**src/rtl/pipe_control_unit_if.sv**
```systemverilog
// rtl/pipe_control_unit_if.sv - IF/ID inputs and stage-control outputs of the pipeline control unit
interface pipe_control_unit_if #(
  parameter int REG_AW = 3
);
  logic [3:0]        opcode;
  logic [REG_AW-1:0] id_rs1;
  logic [REG_AW-1:0] id_rs2;
  logic [REG_AW-1:0] id_rd;

  logic              ex_ALU_src;
  logic [REG_AW-1:0] ex_rs1;
  logic [REG_AW-1:0] ex_rs2;
  logic              mem_MR;
  logic              mem_MW;
  logic [REG_AW-1:0] mem_rd;
  logic              wb_MReg;
  logic              wb_EnRW;
  logic [REG_AW-1:0] wb_rd;
  logic              PCWrite;
  logic              IFIDWrite;
  logic              ST;
  logic [1:0]        FA;
  logic [1:0]        FB;
  logic              illegal;

  modport master (
    output opcode, id_rs1, id_rs2, id_rd,
    input  ex_ALU_src, ex_rs1, ex_rs2, mem_MR, mem_MW, mem_rd,
    input  wb_MReg, wb_EnRW, wb_rd, PCWrite, IFIDWrite, ST, FA, FB, illegal
  );

  modport slave (
    input  opcode, id_rs1, id_rs2, id_rd,
    output ex_ALU_src, ex_rs1, ex_rs2, mem_MR, mem_MW, mem_rd,
    output wb_MReg, wb_EnRW, wb_rd, PCWrite, IFIDWrite, ST, FA, FB, illegal
  );
endinterface

```
**src/rtl/pipe_control_unit.sv**
```systemverilog
// rtl/pipe_control_unit.sv - decode, ID/EX/MEM/WB control pipeline, load-use stall and forwarding selects
module pipe_control_unit #(
  parameter int REG_AW       = 3,
  parameter bit R0_HARDWIRED = 1'b1
) (
  input  logic               clk,
  input  logic               rst_n,
  pipe_control_unit_if.slave bus
);

  typedef struct packed {
    logic alu_src;
    logic mr;
    logic mw;
    logic mreg;
    logic enrw;
  } ctl_t;

  localparam ctl_t BUBBLE_CTL = 5'b00010;

  ctl_t              dec_ctl;
  logic              dec_legal;
  logic              dec_use_rs2;

  ctl_t              ex_ctl;
  logic [REG_AW-1:0] ex_rd;
  logic [REG_AW-1:0] ex_rs1;
  logic [REG_AW-1:0] ex_rs2;
  logic              ex_use_rs2;
  logic              ex_illegal;

  logic              mem_mr;
  logic              mem_mw;
  logic              mem_mreg;
  logic              mem_enrw;
  logic [REG_AW-1:0] mem_rd;

  logic              wb_mreg;
  logic              wb_enrw;
  logic [REG_AW-1:0] wb_rd;

  logic              st;
  logic [1:0]        fa;
  logic [1:0]        fb;
  logic              ex_rd_live;
  logic              mem_rd_live;
  logic              wb_rd_live;

  always_comb begin
    dec_ctl     = BUBBLE_CTL;
    dec_legal   = 1'b1;
    dec_use_rs2 = 1'b0;
    case (bus.opcode)
      4'b0000: begin
        dec_ctl     = 5'b00011;
        dec_use_rs2 = 1'b1;
      end
      4'b0001: begin
        dec_ctl     = 5'b10110;
        dec_use_rs2 = 1'b1;
      end
      4'b0010: dec_ctl = 5'b11001;
      4'b0011: dec_ctl = 5'b10011;
      4'b0111: begin
        dec_ctl     = 5'b00011;
        dec_use_rs2 = 1'b1;
      end
      default: dec_legal = 1'b0;
    endcase
  end

  // With r0 hardwired, a zero destination never produces a usable value.
  assign ex_rd_live  = R0_HARDWIRED ? (ex_rd  != '0) : 1'b1;
  assign mem_rd_live = R0_HARDWIRED ? (mem_rd != '0) : 1'b1;
  assign wb_rd_live  = R0_HARDWIRED ? (wb_rd  != '0) : 1'b1;

  // Only defined opcodes read rs1, so an undefined opcode can never stall.
  always_comb begin
    st = 1'b0;
    if (ex_ctl.mr && ex_ctl.enrw && ex_rd_live) begin
      if ((dec_legal && ex_rd == bus.id_rs1) || (dec_use_rs2 && ex_rd == bus.id_rs2)) begin
        st = 1'b1;
      end
    end
  end

  // EX/MEM is checked first so the youngest producer wins.
  always_comb begin
    fa = 2'b00;
    if (mem_enrw && !mem_mr && mem_rd_live && mem_rd == ex_rs1) begin
      fa = 2'b10;
    end else if (wb_enrw && wb_rd_live && wb_rd == ex_rs1) begin
      fa = 2'b01;
    end
    fb = 2'b00;
    if (ex_use_rs2) begin
      if (mem_enrw && !mem_mr && mem_rd_live && mem_rd == ex_rs2) begin
        fb = 2'b10;
      end else if (wb_enrw && wb_rd_live && wb_rd == ex_rs2) begin
        fb = 2'b01;
      end
    end
  end

  always_ff @(posedge clk or negedge rst_n) begin
    if (!rst_n) begin
      ex_ctl     <= BUBBLE_CTL;
      ex_rd      <= '0;
      ex_rs1     <= '0;
      ex_rs2     <= '0;
      ex_use_rs2 <= 1'b0;
      ex_illegal <= 1'b0;
    end else if (st || !dec_legal) begin
      ex_ctl     <= BUBBLE_CTL;
      ex_rd      <= '0;
      ex_rs1     <= '0;
      ex_rs2     <= '0;
      ex_use_rs2 <= 1'b0;
      ex_illegal <= !st && !dec_legal;
    end else begin
      ex_ctl     <= dec_ctl;
      ex_rd      <= bus.id_rd;
      ex_rs1     <= bus.id_rs1;
      ex_rs2     <= bus.id_rs2;
      ex_use_rs2 <= dec_use_rs2;
      ex_illegal <= 1'b0;
    end
  end

  always_ff @(posedge clk or negedge rst_n) begin
    if (!rst_n) begin
      mem_mr   <= 1'b0;
      mem_mw   <= 1'b0;
      mem_mreg <= 1'b1;
      mem_enrw <= 1'b0;
      mem_rd   <= '0;
      wb_mreg  <= 1'b1;
      wb_enrw  <= 1'b0;
      wb_rd    <= '0;
    end else begin
      mem_mr   <= ex_ctl.mr;
      mem_mw   <= ex_ctl.mw;
      mem_mreg <= ex_ctl.mreg;
      mem_enrw <= ex_ctl.enrw;
      mem_rd   <= ex_rd;
      wb_mreg  <= mem_mreg;
      wb_enrw  <= mem_enrw;
      wb_rd    <= mem_rd;
    end
  end

  assign bus.ex_ALU_src = ex_ctl.alu_src;
  assign bus.ex_rs1     = ex_rs1;
  assign bus.ex_rs2     = ex_rs2;
  assign bus.illegal    = ex_illegal;
  assign bus.mem_MR     = mem_mr;
  assign bus.mem_MW     = mem_mw;
  assign bus.mem_rd     = mem_rd;
  assign bus.wb_MReg    = wb_mreg;
  assign bus.wb_EnRW    = wb_enrw;
  assign bus.wb_rd      = wb_rd;
  assign bus.ST         = st;
  assign bus.PCWrite    = ~st;
  assign bus.IFIDWrite  = ~st;
  assign bus.FA         = fa;
  assign bus.FB         = fb;

endmodule

```
**src/flat_wrapper.sv**
```systemverilog
// flat-port wrapper written by rule: the top's interface ports become plain ports
module pipe_control_unit_flat 
#(
  parameter int REG_AW       = 3,
  parameter bit R0_HARDWIRED = 1'b1
)
  (clk, rst_n, bus_opcode, bus_id_rs1, bus_id_rs2, bus_id_rd, bus_ex_ALU_src, bus_ex_rs1, bus_ex_rs2, bus_mem_MR, bus_mem_MW, bus_mem_rd, bus_wb_MReg, bus_wb_EnRW, bus_wb_rd, bus_PCWrite, bus_IFIDWrite, bus_ST, bus_FA, bus_FB, bus_illegal);
  pipe_control_unit_if #(.REG_AW(REG_AW)) bus_i ();
  input  logic clk;
  input  logic rst_n;
  input wire logic [$bits(bus_i.opcode)-1:0] bus_opcode;
  input wire logic [$bits(bus_i.id_rs1)-1:0] bus_id_rs1;
  input wire logic [$bits(bus_i.id_rs2)-1:0] bus_id_rs2;
  input wire logic [$bits(bus_i.id_rd)-1:0] bus_id_rd;
  output wire logic [$bits(bus_i.ex_ALU_src)-1:0] bus_ex_ALU_src;
  output wire logic [$bits(bus_i.ex_rs1)-1:0] bus_ex_rs1;
  output wire logic [$bits(bus_i.ex_rs2)-1:0] bus_ex_rs2;
  output wire logic [$bits(bus_i.mem_MR)-1:0] bus_mem_MR;
  output wire logic [$bits(bus_i.mem_MW)-1:0] bus_mem_MW;
  output wire logic [$bits(bus_i.mem_rd)-1:0] bus_mem_rd;
  output wire logic [$bits(bus_i.wb_MReg)-1:0] bus_wb_MReg;
  output wire logic [$bits(bus_i.wb_EnRW)-1:0] bus_wb_EnRW;
  output wire logic [$bits(bus_i.wb_rd)-1:0] bus_wb_rd;
  output wire logic [$bits(bus_i.PCWrite)-1:0] bus_PCWrite;
  output wire logic [$bits(bus_i.IFIDWrite)-1:0] bus_IFIDWrite;
  output wire logic [$bits(bus_i.ST)-1:0] bus_ST;
  output wire logic [$bits(bus_i.FA)-1:0] bus_FA;
  output wire logic [$bits(bus_i.FB)-1:0] bus_FB;
  output wire logic [$bits(bus_i.illegal)-1:0] bus_illegal;
  assign bus_i.opcode = bus_opcode;
  assign bus_i.id_rs1 = bus_id_rs1;
  assign bus_i.id_rs2 = bus_id_rs2;
  assign bus_i.id_rd = bus_id_rd;
  assign bus_ex_ALU_src = bus_i.ex_ALU_src;
  assign bus_ex_rs1 = bus_i.ex_rs1;
  assign bus_ex_rs2 = bus_i.ex_rs2;
  assign bus_mem_MR = bus_i.mem_MR;
  assign bus_mem_MW = bus_i.mem_MW;
  assign bus_mem_rd = bus_i.mem_rd;
  assign bus_wb_MReg = bus_i.wb_MReg;
  assign bus_wb_EnRW = bus_i.wb_EnRW;
  assign bus_wb_rd = bus_i.wb_rd;
  assign bus_PCWrite = bus_i.PCWrite;
  assign bus_IFIDWrite = bus_i.IFIDWrite;
  assign bus_ST = bus_i.ST;
  assign bus_FA = bus_i.FA;
  assign bus_FB = bus_i.FB;
  assign bus_illegal = bus_i.illegal;
  pipe_control_unit #(.REG_AW(REG_AW), .R0_HARDWIRED(R0_HARDWIRED)) u_core (.clk(clk), .rst_n(rst_n), .bus(bus_i));
endmodule
```
**config.mk**
```make
export PLATFORM = sky130hd
export DESIGN_NAME = pipe_control_unit_flat
export DESIGN_NICKNAME = d
export VERILOG_FILES = /design/src/rtl/pipe_control_unit_if.sv /design/src/rtl/pipe_control_unit.sv /design/src/flat_wrapper.sv
export SDC_FILE = /design/constraint.sdc
export NUM_CORES = 1
export LEC_CHECK = 0
export ABC_AREA = 1
export CAP_MARGIN = 20
export CORE_AREA = 2 2 57 70
export CTS_CLUSTER_SIZE = 14
export DETAILED_ROUTE_END_ITERATION = 8
export DIE_AREA = 0 0 59 72
export PLACE_DENSITY = 0.68
export SLEW_MARGIN = 30
export SYNTH_ARGS = -nofsm -noshare
export SYNTH_HDL_FRONTEND = slang
export SYNTH_SLANG_ARGS = --single-unit
```
**constraint.sdc**
```tcl
create_clock -name clk -period 2 [get_ports clk]
set_clock_uncertainty 0.15 [all_clocks]
set_input_delay 0.3 -clock clk [delete_from_list [all_inputs] [get_ports clk]]
set_output_delay 0.3 -clock clk [all_outputs]
set_load 0.03 [all_outputs]
```
# Word level (Yosys, flattened, before mapping)
# Cells that the tools add are included.
# word_totals
regBits	28
latchBits	0
ram_bits	0
rom_bits	0
input_bits	15
mem_count	0
# op_classes
n_addsub	0
multipliers	0
n_div	0
magnitude_cmp	0
eq_ne	10
n_shift	0
mux	16
bitwise_logic	1
n_reduce_logical	24
# ops
cell	count
one-hot mux 5 bit (4 select lines)	1
equality test 3 bit	6
logical AND 1 bit	12
two-way mux 3 bit	3
nonzero test 3 bit	3
equality test 4 x 2 -> 1 bit, second input constant	2
two-way mux 1 bit	8
two-way mux 2 bit	3
two-way mux 5 bit	1
OR reduction 5 bit	1
equality test 4 x 1 -> 1 bit, second input constant	1
equality test 4 x 3 -> 1 bit, second input constant	1
logical NOT 4 bit	1
logical NOT 1 bit	3
OR reduction 3 bit	1
logical OR 1 bit	2
OR reduction 2 bit	1
inverter 1 bit	1

# Logic depth before layout (Yosys ltp)
# Gate-level depths: netlist of the first run.
# depth
depth_word	10
depth_mapped	10
depth_no_buf	9

# Worst setup path before layout of the first run
# OpenSTA, ideal clock, no wires.
# synth_path
path_kind	register to output
startpoint	reg u_core.mem_rd[2] (netlist: u_core.bus.mem_rd[2])
endpoint	out bus_FA[0]
arrival_time_ns	2.209
required_time_ns	1.550
slack_ns	-0.659
stages_incl_launch_ff	6
n_path_buf	0
cell_sequence	dfrtp_1 > inv_1 > nand2_1 > nand2_1 > nor4_1 > nor2_1
# synth_between
elab_chain_len	4
elab_cells_between_ends	5
cone_classes	eq/ne (1); mux (1); reduce/logical (3)
# synth_lines
item	line_no	text
from (decl)	pipe_control_unit.sv:36	logic [REG_AW-1:0] mem_rd;
from (signal assigned)	pipe_control_unit.sv:145	mem_rd <= ex_rd;
nonzero test 3 bit	pipe_control_unit.sv:74	assign mem_rd_live = R0_HARDWIRED ? (mem_rd != '0) : 1'b1;
logical AND 1 bit	pipe_control_unit.sv:90	if (mem_enrw && !mem_mr && mem_rd_live && mem_rd == ex_rs1) begin
logical AND 1 bit *	pipe_control_unit.sv:90	
two-way mux 2 bit *	pipe_control_unit.sv:90	
to (decl)	flat_wrapper.sv:27	output wire logic [$bits(bus_i.FA)-1:0] bus_FA;
# Mark *: on every way between the ends. The rest lies on a longest branch, timed or not.

# Final worst setup path of the first run
# layout_path
startpoint	reg u_core.ex_rs2[2] (netlist: u_core.bus.ex_rs2[2])
endpoint	out bus_FB[1]
# layout_between
elab_chain_len	4
# layout_lines
item	line_no	text
from (decl)	pipe_control_unit.sv:28	logic [REG_AW-1:0] ex_rs2;
from (signal assigned)	pipe_control_unit.sv:124	ex_rs2 <= bus.id_rs2;
equality test 3 bit	pipe_control_unit.sv:97	if (mem_enrw && !mem_mr && mem_rd_live && mem_rd == ex_rs2) begin
logical AND 1 bit	pipe_control_unit.sv:97	
two-way mux 2 bit	pipe_control_unit.sv:97	
two-way mux 2 bit	pipe_control_unit.sv:96	if (ex_use_rs2) begin
to (decl)	flat_wrapper.sv:28	output wire logic [$bits(bus_i.FB)-1:0] bus_FB;
# No other way between the ends.

==> impl_results.md, run 1 <==
- Sum of routed wire length over all layers: 2372 um
- Max-capacitance violation count: 0
- Post-detail-place hpwl: 1885 um
- Register bit total from synthesis: 28
- Wire length of the first global-routing pass: 3877 um
- First-pass iteration count of the detailed router: 4
- Maximum number of pins on one net before global-route repair: 29
- Avg WL per Cell: 11.30 um
- Final Hold Violating Endpoints: 0
- Y dimension of the die: 72 um
- Number of global-route vias before repair: 905
- Antenna Violating Nets Remaining: 0
- Area growth from synthesis to layout: 45.82%
- Number of enable flip-flop cells after synthesis: 0
- Final antenna diode count: 0
- Seq pwr share: 0.496
- Fin worst setup slack: 0.09673 ns
- Hold Slack: 0.1590 ns
- Number of warnings issued by yosys: 0
- Dominant combinational cell family by area after synthesis: simple AND/OR/NAND/NOR gates
- Run status: completed
- Fraction of layout cells with a size suffix above 1: 0.1871
- Total instance count after detailed placement: 206
- Total power density per cell area: 713.1 mW/mm^2
- Slew at the pin closest to its max-slew limit: 0.3454 ns
- Multi-input combinational cell area: 417.9 um^2
- Remaining global-route overflow: 0
- Number of H-tree levels: 1
- WP data required: 1.55 ns
- Initial Utilization: 0.3376
- Worst vdd rail ir drop: 0.0002557 V
- Layout net count: 187
- RD Place Congestion: 0.8712
- Number of clock buffers inserted by TritonCTS: 3
- Fmax: 0.5254 GHz
- Synth Area per Inst: 9.493 um^2
- Part of the power in the clock network: 0.344
- Crit path buffers/inverters: 1
- Path length in cells of the critical path: 4
- Int Pwr: 0.9495 mW
- Synthesized-area fraction occupied by ao, oa, aoi and oai cells: 0.03347
- Worst max-slew margin expressed relative to the limit: 0.7697
- Non-filler cells in the finished layout: 210
- Antenna violations before repair: 0
- Synth Area in XOR/XNOR: 0.09519
- WS Path Type: reg2out
- Cells along the critical path: xnor2_1 -> o211ai_1 -> nor3b_2 -> buf_4
- Reg2Reg Setup Slack: 0.46 ns
- Final setup vio count: 0
- Delay-heaviest family, CP: flip-flops
- Commonest cells in the netlist: 26 x sky130_fd_sc_hd__nor2_1, 25 x sky130_fd_sc_hd__dfrtp_1, 22 x sky130_fd_sc_hd__inv_1
- Pre-CTS WS: -0.04230 ns
- Area used by sequential logic in the layout: 708.2 um^2
- Post-synthesis instance total: 126
- CTS tree: done
- Routed via count: 927
- Core outline area: 0.003543 mm^2
- Setup crit start kind: flip-flop
- Post-synthesis share of cell area spent on full adders, half adders and majority gates: 0
- Post-Syn Nets: 141
- Buffers on Ports: 39
- Detailed Route Iter0 Violations: 24
- Hold crit path type: in2reg
- Die boundary width: 59 um
- Mapped Area: 0.001196 mm^2
- Number of instances on the worst hold path: 3
- Largest buffer count on any clock path: 2
- Switching fraction of total power: 0.2365
- Register area share after synthesis: 0.5889
- Final design area excluding fillers: 0.001744 mm^2
- FP Rows: 24
- Final Util: 0.4922
- Net switching power: 0.2942 mW
- Synth area leaders: sky130_fd_sc_hd__dfrtp_1 52%, sky130_fd_sc_hd__nor2_1 8.2%, sky130_fd_sc_hd__xnor2_1 8.1%
- Leading cell type by number of instances after synthesis: sky130_fd_sc_hd__nor2_1
- Leakage power figure: 0.8657 nW
- Fraction of the cycle the final worst path needs: 0.9516
- Die Outline Area: 0.004248 mm^2
- CP endpoint kind: primary output
- Setup repair after global routing missed its margin: no
- Number of distinct library cell variants in the gate-level netlist after synthesis: 21
- Setup TNS: 0 ns
- Highest cell delay on the worst timing path: 0.43 ns
- Max Fanout on Critical Path: 3
- CTS Root Cell: sky130_fd_sc_hd__clkbuf_8
- Clock sink count: 28
- Fraction of post-synthesis cell area in the top cell type by area: 0.5230
- Overall track demand over capacity in global routing: 0.1208
- Slew Limit Fails: 0
- Slowest cell on crit path: sky130_fd_sc_hd__dfrtp_1
- Arrival @ worst endpoint: 1.45 ns
- Number of cell instances on the worst register-to-register path: 10
- Share of synthesized cell area in and, or, nand and nor gates: 0.1977
- Vias per std cell: 4.414
- # fillers: 352
- Largest area contributor in the netlist: sky130_fd_sc_hd__dfrtp_1
- Ys async rst share: 1.000
- Post-detailed-route DRC marker count: 0
- Reg clk slew, reported paths: 0.09 ns
- Multiplexer share of the synthesized area: 0
- Area post-placement: 0.001649 mm^2
- Min cycle time layout: 1.903 ns
- Combinational group share of total power: 0.161
- Number of top-level design ports: 40
- Overall Power: 1.244 mW
- Top FF cell, synth: sky130_fd_sc_hd__dfrtp_1
- Clock latency on the worst-skew pair: 0.26 ns
[flip-flops by register name, indices dropped and copies added (netlist names)]
register and flops:
u_core.ex_ctl 4, u_core.bus.ex_rs1 3, u_core.bus.ex_rs2 3, u_core.bus.mem_rd 3, u_core.bus.wb_rd 3, u_core.ex_rd 3
u_core.bus.ex_ALU_src 1, u_core.bus.illegal 1, u_core.bus.mem_MR 1, u_core.bus.mem_MW 1, u_core.bus.wb_EnRW 1, u_core.bus.wb_MReg 1
u_core.ex_use_rs2 1, u_core.mem_enrw 1, u_core.mem_mreg 1
[repair_timing]
item,4_1_cts,5_1_grt
endpoints found under the setup margin,3,7
cloned,0,0
hold buffers,0,0
buffers inserted,0,0
gates resized for setup,3,12
pin swaps,0,7
[final timing paths]
kind                                       from                   end
max                        u_core.bus.ex_rs2[2]             bus_FB[1]
min                               bus_id_rs2[0]  u_core.bus.ex_rs2[0]
max reg2reg                     u_core.ex_rd[1]  u_core.bus.ex_rs1[1]
min reg2reg                    u_core.ex_ctl[2]     u_core.bus.mem_MW
max in group asynchronous                 rst_n       u_core.mem_mreg
min in group asynchronous                 rst_n      u_core.ex_ctl[2]
[cell usage in the layout, fill, tap and decap left out, drive strengths merged, types with 2 or more instances in the layout]
master,netlist,final
a21oi,2,2
buf,2,11
clkbuf,0,3
clkdlybuf4s50,0,27
dfrtp,25,25
dfstp,3,3
dlymetal6s2s,0,4
inv,22,22
nand2,20,20
nand3,4,4
nand4,2,2
nor2,26,26
o21ai,2,2
xnor2,11,11
xor2,2,2
[layer usage]
metal  vias to the layer above  GRT usage  routed length (um)  part of all wire
li1                        465          -                   -                 -
met1                       430     0.1390                 999              0.42
met2                        30     0.2074                1236              0.52
met3                         2    0.01604                 120             0.051
met4                         0    0.07576                  16            0.0067
met5                         -          0                   0                 0
[kinds of logic after synthesis]
group,after synthesis
and+or+nand+nor,55
DFF,28
buffers and inverters,24
xor gates and xnor gates,13
AOI/OAI and AO/OA,6
[power groups by stage]
stage	combinational, mW	clock, mW	sequential, mW
global route	0.218	0.465	0.621
CTS	0.202	0.445	0.616
finish	0.200	0.428	0.616
detailed placement	0.202	0	0.627
global placement	0.198	0	0.625
floorplan	0.0769	0	0.655
[worst min-delay path: cells and delay by family]
kind	cells	cell delay (ns)
buffers and inverters	2	0.20
AND/OR/NAND/NOR	1	0.04
[area by class of cell]
class | count | area share
Timing Repair Buffer | 43 | 0.2382
Inverter | 22 | 0.04735
Multi-Input combinational cell | 74 | 0.2396
Sequential cell | 28 | 0.4060
Clock inverter | 1 | 0.01722
Tap cell | 39 | 0.02798
Clock buffer | 3 | 0.02367
Note: power is estimated with default switching activity, not from simulation.
==> inputs of run 2 (changes only) <==
--- a/config.mk
+++ b/config.mk
@@ -8,6 +8,7 @@
 export ABC_AREA = 1
 export CAP_MARGIN = 20
 export CORE_AREA = 2 2 57 70
+export CTS_BUF_LIST = sky130_fd_sc_hd__clkbuf_4 sky130_fd_sc_hd__clkbuf_8 sky130_fd_sc_hd__clkbuf_16
 export CTS_CLUSTER_SIZE = 14
 export DETAILED_ROUTE_END_ITERATION = 8
 export DIE_AREA = 0 0 59 72
==> results of run 2 <==
Same layout as run 1: the final DEF is identical, and so are final timing and power.
==> inputs of run 3 (changes only) <==
--- a/config.mk
+++ b/config.mk
@@ -6,13 +6,14 @@
 export NUM_CORES = 1
 export LEC_CHECK = 0
 export ABC_AREA = 1
+export ABC_CLOCK_PERIOD_IN_PS = 2000
 export CAP_MARGIN = 20
-export CORE_AREA = 2 2 57 70
+export CORE_AREA = 2 2 62 76
 export CTS_BUF_LIST = sky130_fd_sc_hd__clkbuf_4 sky130_fd_sc_hd__clkbuf_8 sky130_fd_sc_hd__clkbuf_16
 export CTS_CLUSTER_SIZE = 14
 export DETAILED_ROUTE_END_ITERATION = 8
-export DIE_AREA = 0 0 59 72
-export PLACE_DENSITY = 0.68
+export DIE_AREA = 0 0 64 78
+export PLACE_DENSITY = 0.6
 export SLEW_MARGIN = 30
 export SYNTH_ARGS = -nofsm -noshare
 export SYNTH_HDL_FRONTEND = slang
==> impl_results.md, run 3 (synthesis results as in run 1) <==
- Avg WL per Cell: 9.978 um (-12%)
- Die boundary width: 64 um (+8.5%)
- Overall track demand over capacity in global routing: 0.1004 (-0.02037)
- Area used by sequential logic in the layout: 708.2 um^2 (unchanged)
- Total power density per cell area: 642.1 mW/mm^2 (-9.9%)
- Overall Power: 1.130 mW (-9.2%)
- Final setup vio count: 0 (unchanged)
- Largest register FFs: 4 (unchanged)
- Vias per std cell: 4.009 (-9.2%)
- RD Place Congestion: 0.7768 (-11%)
- First-pass iteration count of the detailed router: 4 (unchanged)
- Initial Utilization: 0.2850 (-0.05254)
- Worst max-slew margin expressed relative to the limit: 0.7775 (+0.007723)
- Antenna Violating Nets Remaining: 0 (unchanged)
- Sum of routed wire length over all layers: 2285 um (-3.7%)
- Number of H-tree levels: 1 (unchanged)
- WS Path Type: reg2out
- FP Rows: 26 (+8.3%)
- Area growth from synthesis to layout: 47.07%
- Worst R2R Start: u_core.ex_rd[0]
- Routing usage on met3: 0.02464 (+0.008595)
- Arrival @ worst endpoint: 1.45 ns (about the same)
- Number of instances on the worst hold path: 3 (unchanged)
- Worst vdd rail ir drop: 0.0002305 V (-9.8%)
- Reg clk slew, reported paths: 0.09 ns (about the same)
- End of the worst register-to-register path: u_core.bus.ex_ALU_src
- Maximum number of pins on one net before global-route repair: 29 (unchanged)
- Commonest cells after routing, fill and taps aside: 29 x sky130_fd_sc_hd__clkdlybuf4s50_1, 23 x sky130_fd_sc_hd__nor2_1, 22 x sky130_fd_sc_hd__dfrtp_1, 21 x sky130_fd_sc_hd__inv_1, 17 x sky130_fd_sc_hd__nand2_1
- Clock latency on the worst-skew pair: 0.27 ns (about the same)
- Clock sink count: 28 (unchanged)
- Detailed Route Iter0 Violations: 25 (+4.2%)
- Grt met2 use: 0.1917 (-0.01574)
- # fillers: 416 (+18%)
- Number of cell instances on the worst register-to-register path: 10 (unchanged)
- Busiest grt layer: met2
- Most frequent standard cell in the layout excluding fill and tap cells: sky130_fd_sc_hd__clkdlybuf4s50_1
- Remaining global-route overflow: 0 (unchanged)
- Max-capacitance violation count: 0 (unchanged)
- CP endpoint kind: primary output
- Final Util: 0.4192 (-0.07303)
- Hold crit path type: in2reg
- Die Outline Area: 0.004992 mm^2 (+18%)
- Run status: completed
- Hold path startpoint: bus_id_rs2[1]
- Final Hold Violating Endpoints: 0 (unchanged)
- Post-detailed-route DRC marker count: 0 (unchanged)
- Largest reg by FF count: u_core.ex_ctl
- Fraction of the cycle the final worst path needs: 0.9480 (-0.003678)
- Total instance count after detailed placement: 224 (+8.7%)
- Core outline area: 0.004197 mm^2 (+18%)
- Multi-input combinational cell area: 420.4 um^2 (+0.60%)
- Routed via count: 918 (-0.97%)
- Setup repair after global routing missed its margin: no
- Hold path endpoint: u_core.bus.ex_rs2[1]
- Final antenna diode count: 0 (unchanged)
- Layout net count: 189 (+1.1%)
- Number of top-level design ports: 40 (unchanged)
- Met1 track utilization from global routing: 0.09833 (-0.04072)
- Max Fanout on Critical Path: 5 (+2)
- CTS tree: done
- WP data required: 1.55 ns (about the same)
- Slew at the pin closest to its max-slew limit: 0.3338 ns (-0.01159 ns)
- Largest buffer count on any clock path: 2 (unchanged)
- Non-filler cells in the finished layout: 229 (+9.0%)
- Hold Slack: 0.1712 ns (+0.01221 ns)
- Fraction of layout cells with a size suffix above 1: 0.1908 (+0.003617)
- Buffers on Ports: 39 (unchanged)
- Wire length of the first global-routing pass: 3960 um (+2.1%)
- Y dimension of the die: 78 um (+8.3%)
- Min cycle time layout: 1.896 ns (-0.007356 ns)
- Setup crit start kind: flip-flop
- Number of clock buffers inserted by TritonCTS: 3 (unchanged)
- Leakage power figure: 0.8595 nW (-0.72%)
- CTS Root Cell: sky130_fd_sc_hd__clkbuf_8
- Number of global-route vias before repair: 963 (+6.4%)
- Post-detail-place hpwl: 1906 um (+1.1%)
- Fmax: 0.5274 GHz (+0.39%)
- Slew Limit Fails: 0 (unchanged)
- Reg2Reg Setup Slack: 0.42 ns (-0.04 ns)
- Antenna violations before repair: 0 (unchanged)
## run 3: power breakdown
| group | switching (mW) | total, mW | internal [mW] | leakage, nW |
|---|---|---|---|---|
| Clock | 0.155 | 0.311 | 0.156 | 0.0262 |
| Combinational | 0.109 | 0.203 | 0.0942 | 0.474 |
| Sequential | 0.0236 | 0.615 | 0.592 | 0.360 |
## run 3: per-stage QoR
step | setup TNS [ns] | worst slack, ns | instance area [um^2]
after floorplan | -0.01745 | -0.01745 | 1216
after global placement | -0.03003 | -0.03003 | 1678
after detailed placement | -0.04690 | -0.04153 | 1678
after CTS | 0 | 0.03757 | 1743
after global routing | 0 | 0.0001220 | 1759
final | 0 | 0.1041 | 1759
## run 3: what timing repair did
item	in CTS	in global routing
resized for setup	3	9
endpoints found under the hold margin	0	0
hold buffers	0	0
buffers inserted	1	0
pin swaps	0	6
setup endpoints to repair	3	7
## run 3: layout make-up
class / instances / area share
clock buffers: 4 / 0.02774
inverters: 22 / 0.04694
multi-input cells: 74 / 0.2390
flip-flops and latches: 28 / 0.4026
well taps: 56 / 0.03983
repair buffers: 45 / 0.2440
## run 3: worst max-delay path, cell delays in order (launching register included)
cell and delay [ns]:
sky130_fd_sc_hd__dfrtp_2 0.46, sky130_fd_sc_hd__nor2_2 0.12, sky130_fd_sc_hd__nand2_1 0.06, sky130_fd_sc_hd__nand3b_1 0.19, sky130_fd_sc_hd__nor2_1 0.08, sky130_fd_sc_hd__nor2_1 0.11, sky130_fd_sc_hd__buf_4 0.17
## run 3: how the worst max path moves through the flow
| stage | endpoint | startpoint | cells past startpoint | slack [ns] |
|---|---|---|---|---|
| finish | bus_FB[0] | u_core.bus.mem_rd[0] | 6 | 0.10 |
| global route | bus_FB[0] | u_core.bus.mem_rd[0] | 6 | 0.0001 |
| CTS | bus_ST | bus_id_rs2[1] | 10 | 0.04 |
| global placement | bus_ST | bus_opcode[2] | 10 | -0.03 |
| detailed placement | bus_ST | bus_opcode[2] | 10 | -0.04 |
| floorplan | bus_FA[0] | u_core.bus.mem_rd[2] | 5 | -0.02 |
## run 3: routing by layer
metal / wire [um] / vias up
li1: - / 468
met1: 879 / 417
met2: 1212 / 29
met3: 158 / 4
met4: 35 / 0
met5: 0 / -
